**src/rtl/byte_pack128_if.sv**
```systemverilog
// Byte-stream in / 128-bit block out handshake bundle for byte_pack128.
// slave is the packer; master is the upstream source plus downstream sink.
interface byte_pack128_if;
    logic [7:0]   in_byte;
    logic         in_valid;
    logic         in_last;
    logic         in_ready;
    logic [127:0] out_word;
    logic [4:0]   out_nbytes;
    logic         out_valid;
    logic         out_ready;

    modport slave (
        input  in_byte, in_valid, in_last, out_ready,
        output in_ready, out_word, out_nbytes, out_valid
    );

    modport master (
        output in_byte, in_valid, in_last, out_ready,
        input  in_ready, out_word, out_nbytes, out_valid
    );
endinterface

```
**src/rtl/byte_pack128.sv**
```systemverilog
// Packs an 8-bit byte stream into 128-bit blocks, first byte in [127:120].
// A last flag closes a short block early; unwritten bytes are zero.
module byte_pack128 (
    input logic           clk,
    input logic           rst,
    byte_pack128_if.slave bus
);
    logic [127:0] acc_q, acc_d, acc_ins;
    logic [127:0] word_q, word_d;
    logic [4:0]   nbytes_q, nbytes_d;
    logic [3:0]   cnt_q, cnt_d;
    logic         valid_q, valid_d;
    logic         in_ready;
    logic         accept;
    logic         complete;

    // Only a pending word the sink is not taking this cycle blocks input.
    assign in_ready = !valid_q || bus.out_ready;
    assign accept   = bus.in_valid && in_ready;
    assign complete = accept && (cnt_q == 4'd15 || bus.in_last);

    always_comb begin
        acc_ins = acc_q;
        for (int i = 0; i < 16; i++) begin
            if (cnt_q == 4'(i)) begin
                acc_ins[127 - 8 * i -: 8] = bus.in_byte;
            end
        end
    end

    always_comb begin
        acc_d    = acc_q;
        cnt_d    = cnt_q;
        word_d   = word_q;
        nbytes_d = nbytes_q;
        valid_d  = valid_q;
        if (valid_q && bus.out_ready) begin
            valid_d = 1'b0;
        end
        if (accept) begin
            if (complete) begin
                word_d   = acc_ins;
                nbytes_d = {1'b0, cnt_q} + 5'd1;
                valid_d  = 1'b1;
                cnt_d    = 4'd0;
                acc_d    = '0;
            end else begin
                acc_d = acc_ins;
                cnt_d = cnt_q + 4'd1;
            end
        end
    end

    always_ff @(posedge clk or posedge rst) begin
        if (rst) begin
            acc_q    <= '0;
            cnt_q    <= 4'd0;
            word_q   <= '0;
            nbytes_q <= 5'd0;
            valid_q  <= 1'b0;
        end else begin
            acc_q    <= acc_d;
            cnt_q    <= cnt_d;
            word_q   <= word_d;
            nbytes_q <= nbytes_d;
            valid_q  <= valid_d;
        end
    end

    assign bus.in_ready   = in_ready;
    assign bus.out_word   = word_q;
    assign bus.out_nbytes = nbytes_q;
    assign bus.out_valid  = valid_q;
endmodule

```
**src/flat_wrapper.sv**
```systemverilog
// flat-port wrapper written by rule: the top's interface ports become plain ports
module byte_pack128_flat 
  (clk, rst, bus_in_byte, bus_in_valid, bus_in_last, bus_out_ready, bus_in_ready, bus_out_word, bus_out_nbytes, bus_out_valid);
  byte_pack128_if bus_i ();
  input logic clk;
  input logic rst;
  input wire logic [$bits(bus_i.in_byte)-1:0] bus_in_byte;
  input wire logic [$bits(bus_i.in_valid)-1:0] bus_in_valid;
  input wire logic [$bits(bus_i.in_last)-1:0] bus_in_last;
  input wire logic [$bits(bus_i.out_ready)-1:0] bus_out_ready;
  output wire logic [$bits(bus_i.in_ready)-1:0] bus_in_ready;
  output wire logic [$bits(bus_i.out_word)-1:0] bus_out_word;
  output wire logic [$bits(bus_i.out_nbytes)-1:0] bus_out_nbytes;
  output wire logic [$bits(bus_i.out_valid)-1:0] bus_out_valid;
  assign bus_i.in_byte = bus_in_byte;
  assign bus_i.in_valid = bus_in_valid;
  assign bus_i.in_last = bus_in_last;
  assign bus_i.out_ready = bus_out_ready;
  assign bus_in_ready = bus_i.in_ready;
  assign bus_out_word = bus_i.out_word;
  assign bus_out_nbytes = bus_i.out_nbytes;
  assign bus_out_valid = bus_i.out_valid;
  byte_pack128 u_core (.clk(clk), .rst(rst), .bus(bus_i));
endmodule
```
**config.mk**
```make
export PLATFORM = sky130hd
export DESIGN_NAME = byte_pack128_flat
export DESIGN_NICKNAME = d
export VERILOG_FILES = /design/src/rtl/byte_pack128_if.sv /design/src/rtl/byte_pack128.sv /design/src/flat_wrapper.sv
export SDC_FILE = /design/constraint.sdc
export NUM_CORES = 1
export LEC_CHECK = 0
export BUFFER_PORTS_ARGS = -buffer_cell sky130_fd_sc_hd__buf_2
export CAP_MARGIN = 20
export CELL_PAD_IN_SITES_DETAIL_PLACEMENT = 0
export CELL_PAD_IN_SITES_GLOBAL_PLACEMENT = 1
export CORE_ASPECT_RATIO = 2
export CORE_UTILIZATION = 35
export CTS_BUF_LIST = sky130_fd_sc_hd__clkbuf_8
export DETAILED_ROUTE_END_ITERATION = 7
export PLACE_DENSITY_LB_ADDON = 0.1
export RECOVER_POWER = 100
export SLEW_MARGIN = 20
export SYNTH_ARGS = -nofsm -noshare
export SYNTH_HDL_FRONTEND = slang
export SYNTH_SLANG_ARGS = --single-unit
```
**constraint.sdc**
```tcl
create_clock -name clk -period 15.3 [get_ports clk]
set_input_delay 3.06 -clock clk [delete_from_list [all_inputs] [get_ports clk]]
set_output_delay 3.06 -clock clk [all_outputs]
set_load 0.1 [all_outputs]
```
Word-level counts from Yosys, hierarchy flattened. Cells that the tools add are included. Widths: inputs -> output; s select.

Bits in read-only memories: 0. Output and inout bits: 135. Memories: 0. Word-level logic and storage cells: 51. Bits in writable memories: 0. Bits in latches: 0. Flip-flop bits (word level): 266.

Shift operators: 0. Equal/unequal tests: 15. Magnitude comparators: 0. Reductions and logical operators: 8. Mux-type cells: 21. Add/subtract/negate cells: 2. Multiply operators: 0. Bitwise gates (word level): 0. Div/mod/pow operators: 0.

Operators with widths (count): $mux 128 (1); $mux 8 (16); $eq 4x4->1 const B (8); $eq 4x3->1 const B (4); $eq 4x2->1 const B (2); $add 4x1->5 const B (1); $add 4x1->4 const B (1); $eq 4x1->1 const B (1); $logic_not 4->1 (1); $mux 4 (1); $logic_and 1x1->1 (3); $mux 1 (3); $logic_or 1x1->1 (2); $reduce_and 2->1 (1); $logic_not 1->1 (1).

Depth between registers and ports, before layout. Gate-level depths: netlist of run 1.

Word-level depth: 6. Gate-level depth with buffers: 7. Gate-level depth less buffers: 5.

Worst setup path after synthesis of run 1. No wires, ideal clock.

Path type: input port to output port. Start point: input bus_out_ready. End point: output bus_in_ready. Slack: 8195 ps. Data arrival time: 4045 ps. Stages: 5. Path through: nor2b_1 buf_2 inv_2 buf_2 buf_2.

Longest elaborated chain between the ends: 1.

RTL lines: start: declaration (RTL line flat_wrapper.sv:10) `input wire logic [$bits(bus_i.out_ready)-1:0] bus_out_ready;`; $logic_or 1x1->1 (RTL line byte_pack128.sv:18) `assign in_ready = !valid_q || bus.out_ready;`; end: declaration (RTL line flat_wrapper.sv:11) `output wire logic [$bits(bus_i.in_ready)-1:0] bus_in_ready;`.

Every way passes these cells.

Final worst setup path of run 1. Ends and elaborated chain as after synthesis.

==> impl_metrics.env, run 1 <==
export IMPL_run_status="complete, but fails checks"
export IMPL_failed_checks="design-rule violations, max-capacitance violations, max-slew violations"
export IMPL_postCtsSetupBuffers=0
export IMPL_design_die_area_sq_um=38300
export IMPL_totalPowerFinal_mw=2.755
export IMPL_synth_cell_area_sq_um=13120
export IMPL_fin_nets=1334
export IMPL_global_route_overflow_total=0
export IMPL_grt_pass1_vias=10950
export IMPL_routabilityCongestion=0.7186
export IMPL_synthDominantCellAreaShare_pct=50.75
export IMPL_cp_buffers_inverters=4
export IMPL_p_leak_nw=6.405
export IMPL_holdBufCountCts=0
export IMPL_timing_worst_slew_pin_value_ps=6284
export IMPL_worstPathCellList="clkbuf_1, nor2b_4, clkbuf_1, inv_6, clkbuf_1"
export IMPL_die_height_microns=275.8
export IMPL_worstHoldPathType="reg -> reg"
export IMPL_worst_ep_arrival_time_ps=7090
export IMPL_synth_top_cells_by_count="sky130_fd_sc_hd__dfrtp_1, sky130_fd_sc_hd__a31oi_1, sky130_fd_sc_hd__mux2i_1"
export IMPL_cts_root_buf="sky130_fd_sc_hd__clkbuf_8"
export IMPL_clkSlewWorstSetupHoldPaths_ps=60
export IMPL_final_setup_tns_ps=0
export IMPL_total_of_warnings_raised_by_yosys=0
export IMPL_synth_simple_gate_area_share_pct=11.39
export IMPL_vias=10730
export IMPL_worst_setup_path_end_kind="output port"
export IMPL_worst_skew_pair_late_latency_ps=590
export IMPL_max_freq_mhz=98.49
export IMPL_route_detailed_drc=2
export IMPL_synth_sequential_area_ratio_pct=50.75
export IMPL_skew_ps=29.79
export IMPL_post_synth_inst_count=1261
export IMPL_synth_async_sr_flop_share_pct=100.0
export IMPL_post_layout_nonfiller_instances=1809
export IMPL_core_area_sq_um=37040
export IMPL_synth_enable_flop_cells=0
export IMPL_cpPeakStageDelay_ps=2230
export IMPL_grt_total_usage_pct=23.42
export IMPL_period_needed_ps=10150
export IMPL_routed_wire_length_per_instance_microns=24.89
export IMPL_ys_flop_type="sky130_fd_sc_hd__dfrtp_1"
export IMPL_pin_count=148
export IMPL_floorplan_initialDensity_pct=35.42
export IMPL_placed_instances=1732
export IMPL_p_per_area_nw_per_um2=188.8
export IMPL_drt_first_pass_iters=8
export IMPL_synth_top_family_by_area="compound AO/OA/AOI/OAI gates"
export IMPL_post_cts_resize_count=0
export IMPL_wirelength_mm=45.04
export IMPL_antenna_found_initial=1
export IMPL_postSynthAreaPerCell_sq_um=10.40
export IMPL_synth_fa_ha_area_share_pct=0.3816
export IMPL_report_final_slew_viol_count=406
export IMPL_synthesized_area_fraction_occupied_by_ao_oa_aoi_and_oai_cells_pct=21.44
export IMPL_dp_wirelength_mm=25.52
export IMPL_worst_setup_path_type="in -> out"
export IMPL_layout_drive_gt1_share_pct=8.599
export IMPL_critical_path_required_ps=12240
export IMPL_ys_seq_elements=266
export IMPL_wire_length_of_the_first_global_routing_pass_mm=69.15
export IMPL_timing_critical_path_fanout_max=70
export IMPL_post_syn_nets=1278
export IMPL_yosysMostFrequentCell="sky130_fd_sc_hd__dfrtp_1"
export IMPL_rsz0062_at_grt="false"
export IMPL_drtAntennaViolNets=0
export IMPL_tritoncts_clock_tree="built"
export IMPL_worst_path_dominant_cell_family="buffers and inverters"
export IMPL_total_cts_buffers=42
export IMPL_post_drt_via_cell_ratio=5.933
export IMPL_timing_hold_ws_ps=487.7
export IMPL_die_width_microns=138.9
export IMPL_grt_start_max_net_pins=134
export IMPL_drt_iter0_drc=782
export IMPL_port_buffers=147
export IMPL_areaGrowthSynthToFinish_pct=11.23
export IMPL_synth_largest_area_cell="sky130_fd_sc_hd__dfrtp_1"
export IMPL_finalCritPeriodShare_pct=66.36
export IMPL_most_numerous_cell_on_the_critical_path="sky130_fd_sc_hd__clkbuf_1"
export IMPL_core_rows=100
export IMPL_critical_path_slowest_cell="sky130_fd_sc_hd__clkbuf_1"
export IMPL_cell_types_occupying_the_most_area_after_synthesis="sky130_fd_sc_hd__dfrtp_1, sky130_fd_sc_hd__mux2i_1, sky130_fd_sc_hd__a31oi_1"
export IMPL_vdd_drop_max_mv=0.09207
export IMPL_report_final_hold_viol_count=0
export IMPL_clock_sinks=266
export IMPL_timing_slew_headroom_pct=-318.9
export IMPL_final_setup_viol_count=0
export IMPL_htreeDepth=2
export IMPL_clockBufferDepth=3
export IMPL_synthXorXnorAreaFrac_pct=0.2003
export IMPL_finalCoreUtilization_pct=39.39
export IMPL_worstSetupStartpointType="input port"
export IMPL_synthMuxAreaShare_pct=9.873
export IMPL_yosysUniqueCellTypes=41
export IMPL_max_cap_violations=5
## layout make-up
cell class / instances / area, sq um
fillers: 3781 / 22450
clock inverters: 17 / 77.57
diodes: 1 / 2.502
clock buffers: 59 / 812.0
repair buffers: 169 / 721.9
multi-input cells: 830 / 5705
well taps: 459 / 574.3
flip-flops and latches: 266 / 6659
inverters: 8 / 36.28
## stage by stage
stage,instance area [sq um],worst slack (ps)
2_1_floorplan,13120,4915
3_3_place_gp,13900,7485
3_5_place_dp,13900,7487
4_1_cts,14790,7484
5_1_grt,14590,4944
6_report,14590,5147
## state kept, by name, indices dropped and copies added, names as in the netlist
register and count:
u_core.acc_q 128, u_core.bus.out_nbytes 5, u_core.bus.out_valid 1, u_core.bus.out_word 128, u_core.cnt_q 4
## worst paths after layout
path	start	to	slack, ps	cells past startpoint
setup / recovery	bus_out_ready	bus_in_ready	5150	5
hold / removal	u_core.acc_q[121]$_DFFE_PP0P_	u_core.acc_q[121]$_DFFE_PP0P_	490	1
setup reg to reg	u_core.bus.out_valid$_DFF_PP0_	u_core.bus.out_word[19]$_DFFE_PP0P_	9020	6
hold reg to reg	u_core.acc_q[121]$_DFFE_PP0P_	u_core.acc_q[121]$_DFFE_PP0P_	490	1
max in group asynchronous	rst	u_core.bus.out_word[69]$_DFFE_PP0P_	7310	4
min in group asynchronous	rst	u_core.bus.out_valid$_DFF_PP0_	4360	2
## routing by layer
layer  track usage (%)  routed length, microns  vias up
met1             29.12                   18690     5493
met4             8.392                    1227        0
met3             2.811                    1595       66
met2             41.69                   23520      300
li1                  -                       -     4873
met5                 0                       0        -
## cell families after synthesis
kind of cell             count (synthesis)
AO/OA/AOI/OAI                          455
buffers and inverters                  165
XOR/XNOR                                 3
multiplexers                           129
flip-flops                             266
adder cells (fa/ha/maj)                  4
AND/OR/NAND/NOR                        239
## where the power goes
part           internal, mW  total [mW]  switching, mW
Clock                 0.342       0.646          0.304
Combinational         0.201        1.13          0.930
Sequential            0.870       0.978          0.108
Total                  1.41        2.76           1.34
## cell usage in the layout, fill, tap and decap left out, types with 3 or more instances in the layout
cell,n
sky130_fd_sc_hd__a21oi_1,123
sky130_fd_sc_hd__a31oi_1,130
sky130_fd_sc_hd__a32o_1,8
sky130_fd_sc_hd__and2_0,5
sky130_fd_sc_hd__and2_1,3
sky130_fd_sc_hd__and4_1,8
sky130_fd_sc_hd__buf_2,10
sky130_fd_sc_hd__buf_4,18
sky130_fd_sc_hd__clkbuf_1,140
sky130_fd_sc_hd__clkbuf_8,59
sky130_fd_sc_hd__dfrtp_1,264
sky130_fd_sc_hd__ha_1,4
sky130_fd_sc_hd__inv_1,17
sky130_fd_sc_hd__mux2_2,3
sky130_fd_sc_hd__mux2i_1,126
sky130_fd_sc_hd__nand3_1,72
sky130_fd_sc_hd__nand3_2,3
sky130_fd_sc_hd__nand3b_1,11
sky130_fd_sc_hd__nand4_1,59
sky130_fd_sc_hd__nor2_1,4
sky130_fd_sc_hd__nor2b_1,57
sky130_fd_sc_hd__nor3b_2,3
sky130_fd_sc_hd__nor4bb_1,5
sky130_fd_sc_hd__o211a_1,3
sky130_fd_sc_hd__o211ai_4,3
sky130_fd_sc_hd__o21ai_0,108
sky130_fd_sc_hd__o21ai_1,9
sky130_fd_sc_hd__o2bb2ai_1,65
(Power assumes the default switching activity.)
==> run 2, diff against run 1 <==
==> constraint.sdc (replaced) <==
create_clock -name clk -period 8.5 [get_ports clk]
set_input_delay 1.7 -clock clk [delete_from_list [all_inputs] [get_ports clk]]
set_output_delay 1.7 -clock clk [all_outputs]
set_load 0.1 [all_outputs]
==> impl_metrics.env, run 2 (same netlist as run 1, synthesis figures left out) <==
export IMPL_dp_wirelength_mm=26.39
export IMPL_drtAntennaViolNets=0
export IMPL_timing_hold_ws_ps=485.7
export IMPL_grt_pass1_vias=10990
export IMPL_wirelength_mm=46.10
export IMPL_drt_first_pass_iters=7
export IMPL_critical_path_required_ps=8910
export IMPL_share_comb_of_total_power_pct=40.8
export IMPL_grt_total_usage_pct=24.10
export IMPL_report_final_hold_viol_count=0
export IMPL_total_cts_buffers=42
export IMPL_p_per_area_nw_per_um2=340.3
export IMPL_p_leak_nw=6.405
export IMPL_clockBufferDepth=3
export IMPL_worst_setup_path_end_kind="flip-flop"
export IMPL_timing_rr_start="u_core.bus.out_valid$_DFF_PP0_"
export IMPL_grt_start_max_net_pins=171
export IMPL_max_cap_violations=8
export IMPL_antenna_found_initial=1
export IMPL_routed_wire_length_per_instance_microns=25.47
export IMPL_worstSetupStartpointType="input port"
export IMPL_core_rows=100
export IMPL_clock_sinks=266
export IMPL_drt_iter0_drc=794
export IMPL_areaGrowthSynthToFinish_pct=11.23
export IMPL_layout_cells_most_common_list="sky130_fd_sc_hd__dfrtp_1, sky130_fd_sc_hd__clkbuf_1, sky130_fd_sc_hd__a31oi_1"
export IMPL_period_needed_ps=6586
export IMPL_floorplan_initialDensity_pct=35.42
export IMPL_worstHoldPathType="reg -> reg"
export IMPL_rsz0062_at_grt="false"
export IMPL_design_die_area_sq_um=38300
export IMPL_final_setup_tns_ps=0
export IMPL_htreeDepth=2
export IMPL_p_sw_mw=2.416
export IMPL_worst_setup_path_type="in -> reg"
export IMPL_tritoncts_clock_tree="built"
export IMPL_max_freq_mhz=151.8
export IMPL_fin_nets=1336
export IMPL_reg2reg_slack_ps=2690
export IMPL_vias=10780
export IMPL_die_height_microns=275.8
export IMPL_die_width_microns=138.9
export IMPL_post_drt_via_cell_ratio=5.957
export IMPL_failed_checks="max-capacitance violations, max-slew violations"
export IMPL_fillers=3763
export IMPL_final_common_cell="sky130_fd_sc_hd__dfrtp_1"
export IMPL_p_seq_share_pct=35.8
export IMPL_post_cts_resize_count=0
export IMPL_switching_power_share_of_the_total_pct=48.67
export IMPL_postCtsSetupBuffers=0
export IMPL_timing_worst_slew_pin_value_ps=3691
export IMPL_worst_ep_arrival_time_ps=6990
export IMPL_route_detailed_drc=0
export IMPL_worst_reg2reg_path_length_in_cells=7
export IMPL_final_setup_viol_count=0
export IMPL_placedInstanceArea_sq_um=13930
export IMPL_skew_ps=29.16
export IMPL_hold_path_cell_count=1
export IMPL_endpoint_of_the_worst_register_to_register_path="u_core.acc_q[114]$_DFFE_PP0P_"
export IMPL_vdd_drop_max_mv=0.1780
export IMPL_routabilityCongestion=0.7389
export IMPL_report_final_slew_viol_count=423
export IMPL_port_buffers=147
export IMPL_totalPowerFinal_mw=4.965
export IMPL_internal_power_mw=2.549
export IMPL_hold_path_startpoint="u_core.acc_q[16]$_DFFE_PP0P_"
export IMPL_fin_area_sq_um=14590
export IMPL_min_to="u_core.acc_q[16]$_DFFE_PP0P_"
export IMPL_layout_drive_gt1_share_pct=8.593
export IMPL_timing_critical_path_fanout_max=73
export IMPL_pin_count=148
export IMPL_pwr_share_clk_pct=23.4
export IMPL_wire_length_of_the_first_global_routing_pass_mm=70.52
export IMPL_worst_skew_pair_late_latency_ps=570
export IMPL_run_status="complete, but fails checks"
export IMPL_finalCoreUtilization_pct=39.39
export IMPL_holdBufCountCts=0
export IMPL_clkSlewWorstSetupHoldPaths_ps=60
export IMPL_finalCritPeriodShare_pct=77.48
export IMPL_core_area_sq_um=37040
export IMPL_cts_root_buf="sky130_fd_sc_hd__clkbuf_8"
export IMPL_global_route_overflow_total=0
export IMPL_timing_slew_headroom_pct=-146.1
## run 2: power groups by stage
stage                     clock network [mW]  registers [mW]  logic, mW
after floorplan                            0            2.83      0.601
after global placement                     0            1.79       2.07
after detailed placement                   0            1.80       2.08
after CTS                               1.20            1.77       2.09
after global routing                    1.25            1.81       2.14
final                                   1.16            1.78       2.02
## run 2: worst max path at each step
stage                  start                            end  slack, ps  cells after the start
6_report       bus_out_ready  u_core.acc_q[114]$_DFFE_PP0P_       1910                      8
4_1_cts        bus_out_ready                   bus_in_ready       3490                      5
2_1_floorplan            rst    u_core.acc_q[0]$_DFFE_PP0P_       3290                      1
3_3_place_gp   bus_out_ready                   bus_in_ready       3480                      5
5_1_grt        bus_out_ready  u_core.acc_q[112]$_DFFE_PP0P_       1760                      8
3_5_place_dp   bus_out_ready                   bus_in_ready       3490                      5
## run 2: area by class of cell
type                       instances  area, sq um  share of cell area [%]
clock inverter                    15        63.81                  0.4374
tap                              459        574.3                   3.937
clock buffer                      60        825.8                   5.660
timing repair buffer             171        735.7                   5.043
multi-input combinational        830         5692                   39.01
sequential                       266         6659                   45.64
antenna                            1        2.502                 0.01715
inverter                           8        36.28                  0.2487
## run 2: per-stage QoR
stage	worst slack, ps	cells
after global routing	1756	1810
after CTS	3491	1808
final	1914	1810
after floorplan	3289	1261
after detailed placement	3493	1733
after global placement	3479	1732
## run 2: worst max-delay path: stages
cell and delay, ps:
sky130_fd_sc_hd__clkbuf_1 120, sky130_fd_sc_hd__nor2b_4 50, sky130_fd_sc_hd__buf_4 330, sky130_fd_sc_hd__inv_6 490, sky130_fd_sc_hd__buf_4 790, sky130_fd_sc_hd__clkbuf_1 2650, sky130_fd_sc_hd__o211ai_4 400, sky130_fd_sc_hd__o2bb2ai_1 300
## run 2: metal layers
metal / vias to the layer above / track usage, % / routed length (microns)
met2: 315 / 43.26 / 24600
met1: 5532 / 29.28 / 18320
li1: 4867 / - / -
met3: 69 / 3.505 / 1856
met4: 0 / 8.626 / 1324
met5: - / 0 / 0
==> run 3, diff against run 2 <==
==> constraint.sdc (replaced) <==
create_clock -name clk -period 5.5 [get_ports clk]
set_input_delay 1.1 -clock clk [delete_from_list [all_inputs] [get_ports clk]]
set_output_delay 1.1 -clock clk [all_outputs]
set_load 0.1 [all_outputs]
==> impl_metrics.env, run 3 (same netlist as run 1, synthesis figures left out) <==
export IMPL_totalPowerFinal_mw=7.605
export IMPL_worst_path_dominant_cell_family="buffers and inverters"
export IMPL_setup_worst_path_start="bus_in_last"
export IMPL_routed_wire_length_per_instance_microns=25.00
export IMPL_skew_ps=15.65
export IMPL_grt_total_usage_pct=23.56
export IMPL_drtAntennaViolNets=0
export IMPL_critical_path_required_ps=5990
export IMPL_clock_sinks=266
export IMPL_report_final_slew_viol_count=316
export IMPL_worst_reg2reg_path_length_in_cells=5
export IMPL_reg2reg_slack_ps=1950
export IMPL_floorplan_initialDensity_pct=35.42
export IMPL_final_setup_viol_count=0
export IMPL_wirelength_mm=45.31
export IMPL_worst_ep_arrival_time_ps=4620
export IMPL_rsz0062_at_grt="false"
export IMPL_critical_path_slowest_cell="sky130_fd_sc_hd__a31o_1"
export IMPL_dp_wirelength_mm=25.80
export IMPL_core_rows=100
export IMPL_hold_path_startpoint="u_core.acc_q[21]$_DFFE_PP0P_"
export IMPL_final_common_cell="sky130_fd_sc_hd__dfrtp_1"
export IMPL_global_route_overflow_total=0
export IMPL_hold_path_cell_count=1
export IMPL_post_cts_resize_count=0
export IMPL_routabilityCongestion=0.7281
export IMPL_timing_critical_path_fanout_max=48
export IMPL_vdd_drop_max_mv=0.3132
export IMPL_min_to="u_core.acc_q[21]$_DFFE_PP0P_"
export IMPL_route_detailed_drc=2
export IMPL_drt_iter0_drc=803
export IMPL_total_cts_buffers=43
export IMPL_failed_checks="design-rule violations, max-capacitance violations, max-slew violations"
export IMPL_final_setup_tns_ps=0
export IMPL_die_width_microns=138.9
export IMPL_grt_start_max_net_pins=164
export IMPL_finalCritPeriodShare_pct=75.11
export IMPL_vias=10880
export IMPL_worst_setup_path_end_kind="flip-flop"
export IMPL_clkSlewWorstSetupHoldPaths_ps=60
export IMPL_worstHoldPathType="reg -> reg"
export IMPL_fin_nets=1337
export IMPL_htreeDepth=2
export IMPL_cts_root_buf="sky130_fd_sc_hd__clkbuf_8"
export IMPL_post_drt_via_cell_ratio=6.002
export IMPL_design_die_area_sq_um=38300
export IMPL_cp_buffers_inverters=2
export IMPL_p_per_area_nw_per_um2=522.8
export IMPL_antenna_found_initial=1
export IMPL_timing_slew_headroom_pct=-82.66
export IMPL_max_cap_violations=6
export IMPL_layout_cells_most_common_list="sky130_fd_sc_hd__dfrtp_1, sky130_fd_sc_hd__clkbuf_1, sky130_fd_sc_hd__a31oi_1"
export IMPL_p_leak_nw=6.398
export IMPL_timing_rr_start="u_core.cnt_q[2]$_DFFE_PP0P_"
export IMPL_timing_hold_ws_ps=486.9
export IMPL_endpoint_of_the_worst_register_to_register_path="u_core.bus.out_word[26]$_DFFE_PP0P_"
export IMPL_run_status="complete, but fails checks"
export IMPL_wire_length_of_the_first_global_routing_pass_mm=69.50
export IMPL_clockBufferDepth=3
export IMPL_layout_drive_gt1_share_pct=7.840
export IMPL_worst_skew_pair_late_latency_ps=570
export IMPL_worstPathCellList="clkbuf_1, a31o_1, buf_4, a31oi_1, a21oi_1"
export IMPL_timing_worst_slew_pin_value_ps=2740
export IMPL_worstSetupStartpointType="input port"
export IMPL_pin_count=148
export IMPL_port_buffers=147
export IMPL_die_height_microns=275.8
export IMPL_areaGrowthSynthToFinish_pct=10.90
export IMPL_holdBufCountCts=0
export IMPL_core_area_sq_um=37040
export IMPL_grt_pass1_vias=10930
export IMPL_tritoncts_clock_tree="built"
export IMPL_cpPeakStageDelay_ps=1240
export IMPL_postCtsSetupBuffers=0
export IMPL_period_needed_ps=4131
export IMPL_report_final_hold_viol_count=0
export IMPL_max_freq_mhz=242.1
export IMPL_count_of_cell_instances_traversed_by_the_critical_path=5
export IMPL_drt_first_pass_iters=8
export IMPL_worst_setup_path_type="in -> reg"
[run 3: cell types whose count changed in the layout (fill, tap and decap cells not counted), sizes merged]
cell	change
clkinvlp	+1
clkbuf	-2
inv	+10
buf	-4
clkinv	-3
[run 3: worst max-delay path by stage]
stage	to	slack [ps]
2_1_floorplan	u_core.acc_q[0]$_DFFE_PP0P_	890
3_3_place_gp	u_core.bus.out_nbytes[2]$_DFFE_PP0P_	1670
3_5_place_dp	u_core.acc_q[114]$_DFFE_PP0P_	1940
4_1_cts	bus_in_ready	2260
6_report	u_core.bus.out_word[26]$_DFFE_PP0P_	1370
5_1_grt	u_core.bus.out_word[56]$_DFFE_PP0P_	1110
[run 3: stage by stage]
| stage | utilization [%] | instances | worst slack (ps) | area, sq um |
|---|---|---|---|---|
| 2_1_floorplan | - | 1261 | 888.5 | 13120 |
| 3_3_place_gp | 37.69 | 1734 | 1673 | 13960 |
| 3_5_place_dp | 37.70 | 1734 | 1938 | 13960 |
| 4_1_cts | 39.97 | 1811 | 2262 | 14800 |
| 5_1_grt | 39.28 | 1812 | 1115 | 14550 |
| 6_report | 39.28 | 1812 | 1369 | 14550 |
[run 3: layer usage]
metal / wire (microns) / vias to the layer above / global-route usage [%]
li1: - / 4880 / -
met2: 23970 / 304 / 42.40
met1: 18140 / 5618 / 28.63
met3: 1664 / 74 / 2.689
met5: 0 / - / 0
met4: 1537 / 0 / 9.415
[run 3: final cells by class]
cell class | instances | area (sq um)
multi-input cells | 830 | 5680
well taps | 459 | 574.3
clock buffers | 54 | 743.2
diodes | 1 | 2.502
inverters | 8 | 38.79
fillers | 3716 | 22490
repair buffers | 171 | 749.5
clock inverters | 23 | 98.84
flip-flops and latches | 266 | 6659
[run 3: where the power goes]
| group | switching (mW) | internal (mW) | leakage [nW] |
|---|---|---|---|
| logic | 2.58 | 0.558 | 2.54 |
| registers | 0.314 | 2.42 | 3.36 |
| clock network | 0.854 | 0.884 | 0.501 |
| total | 3.75 | 3.86 | 6.40 |
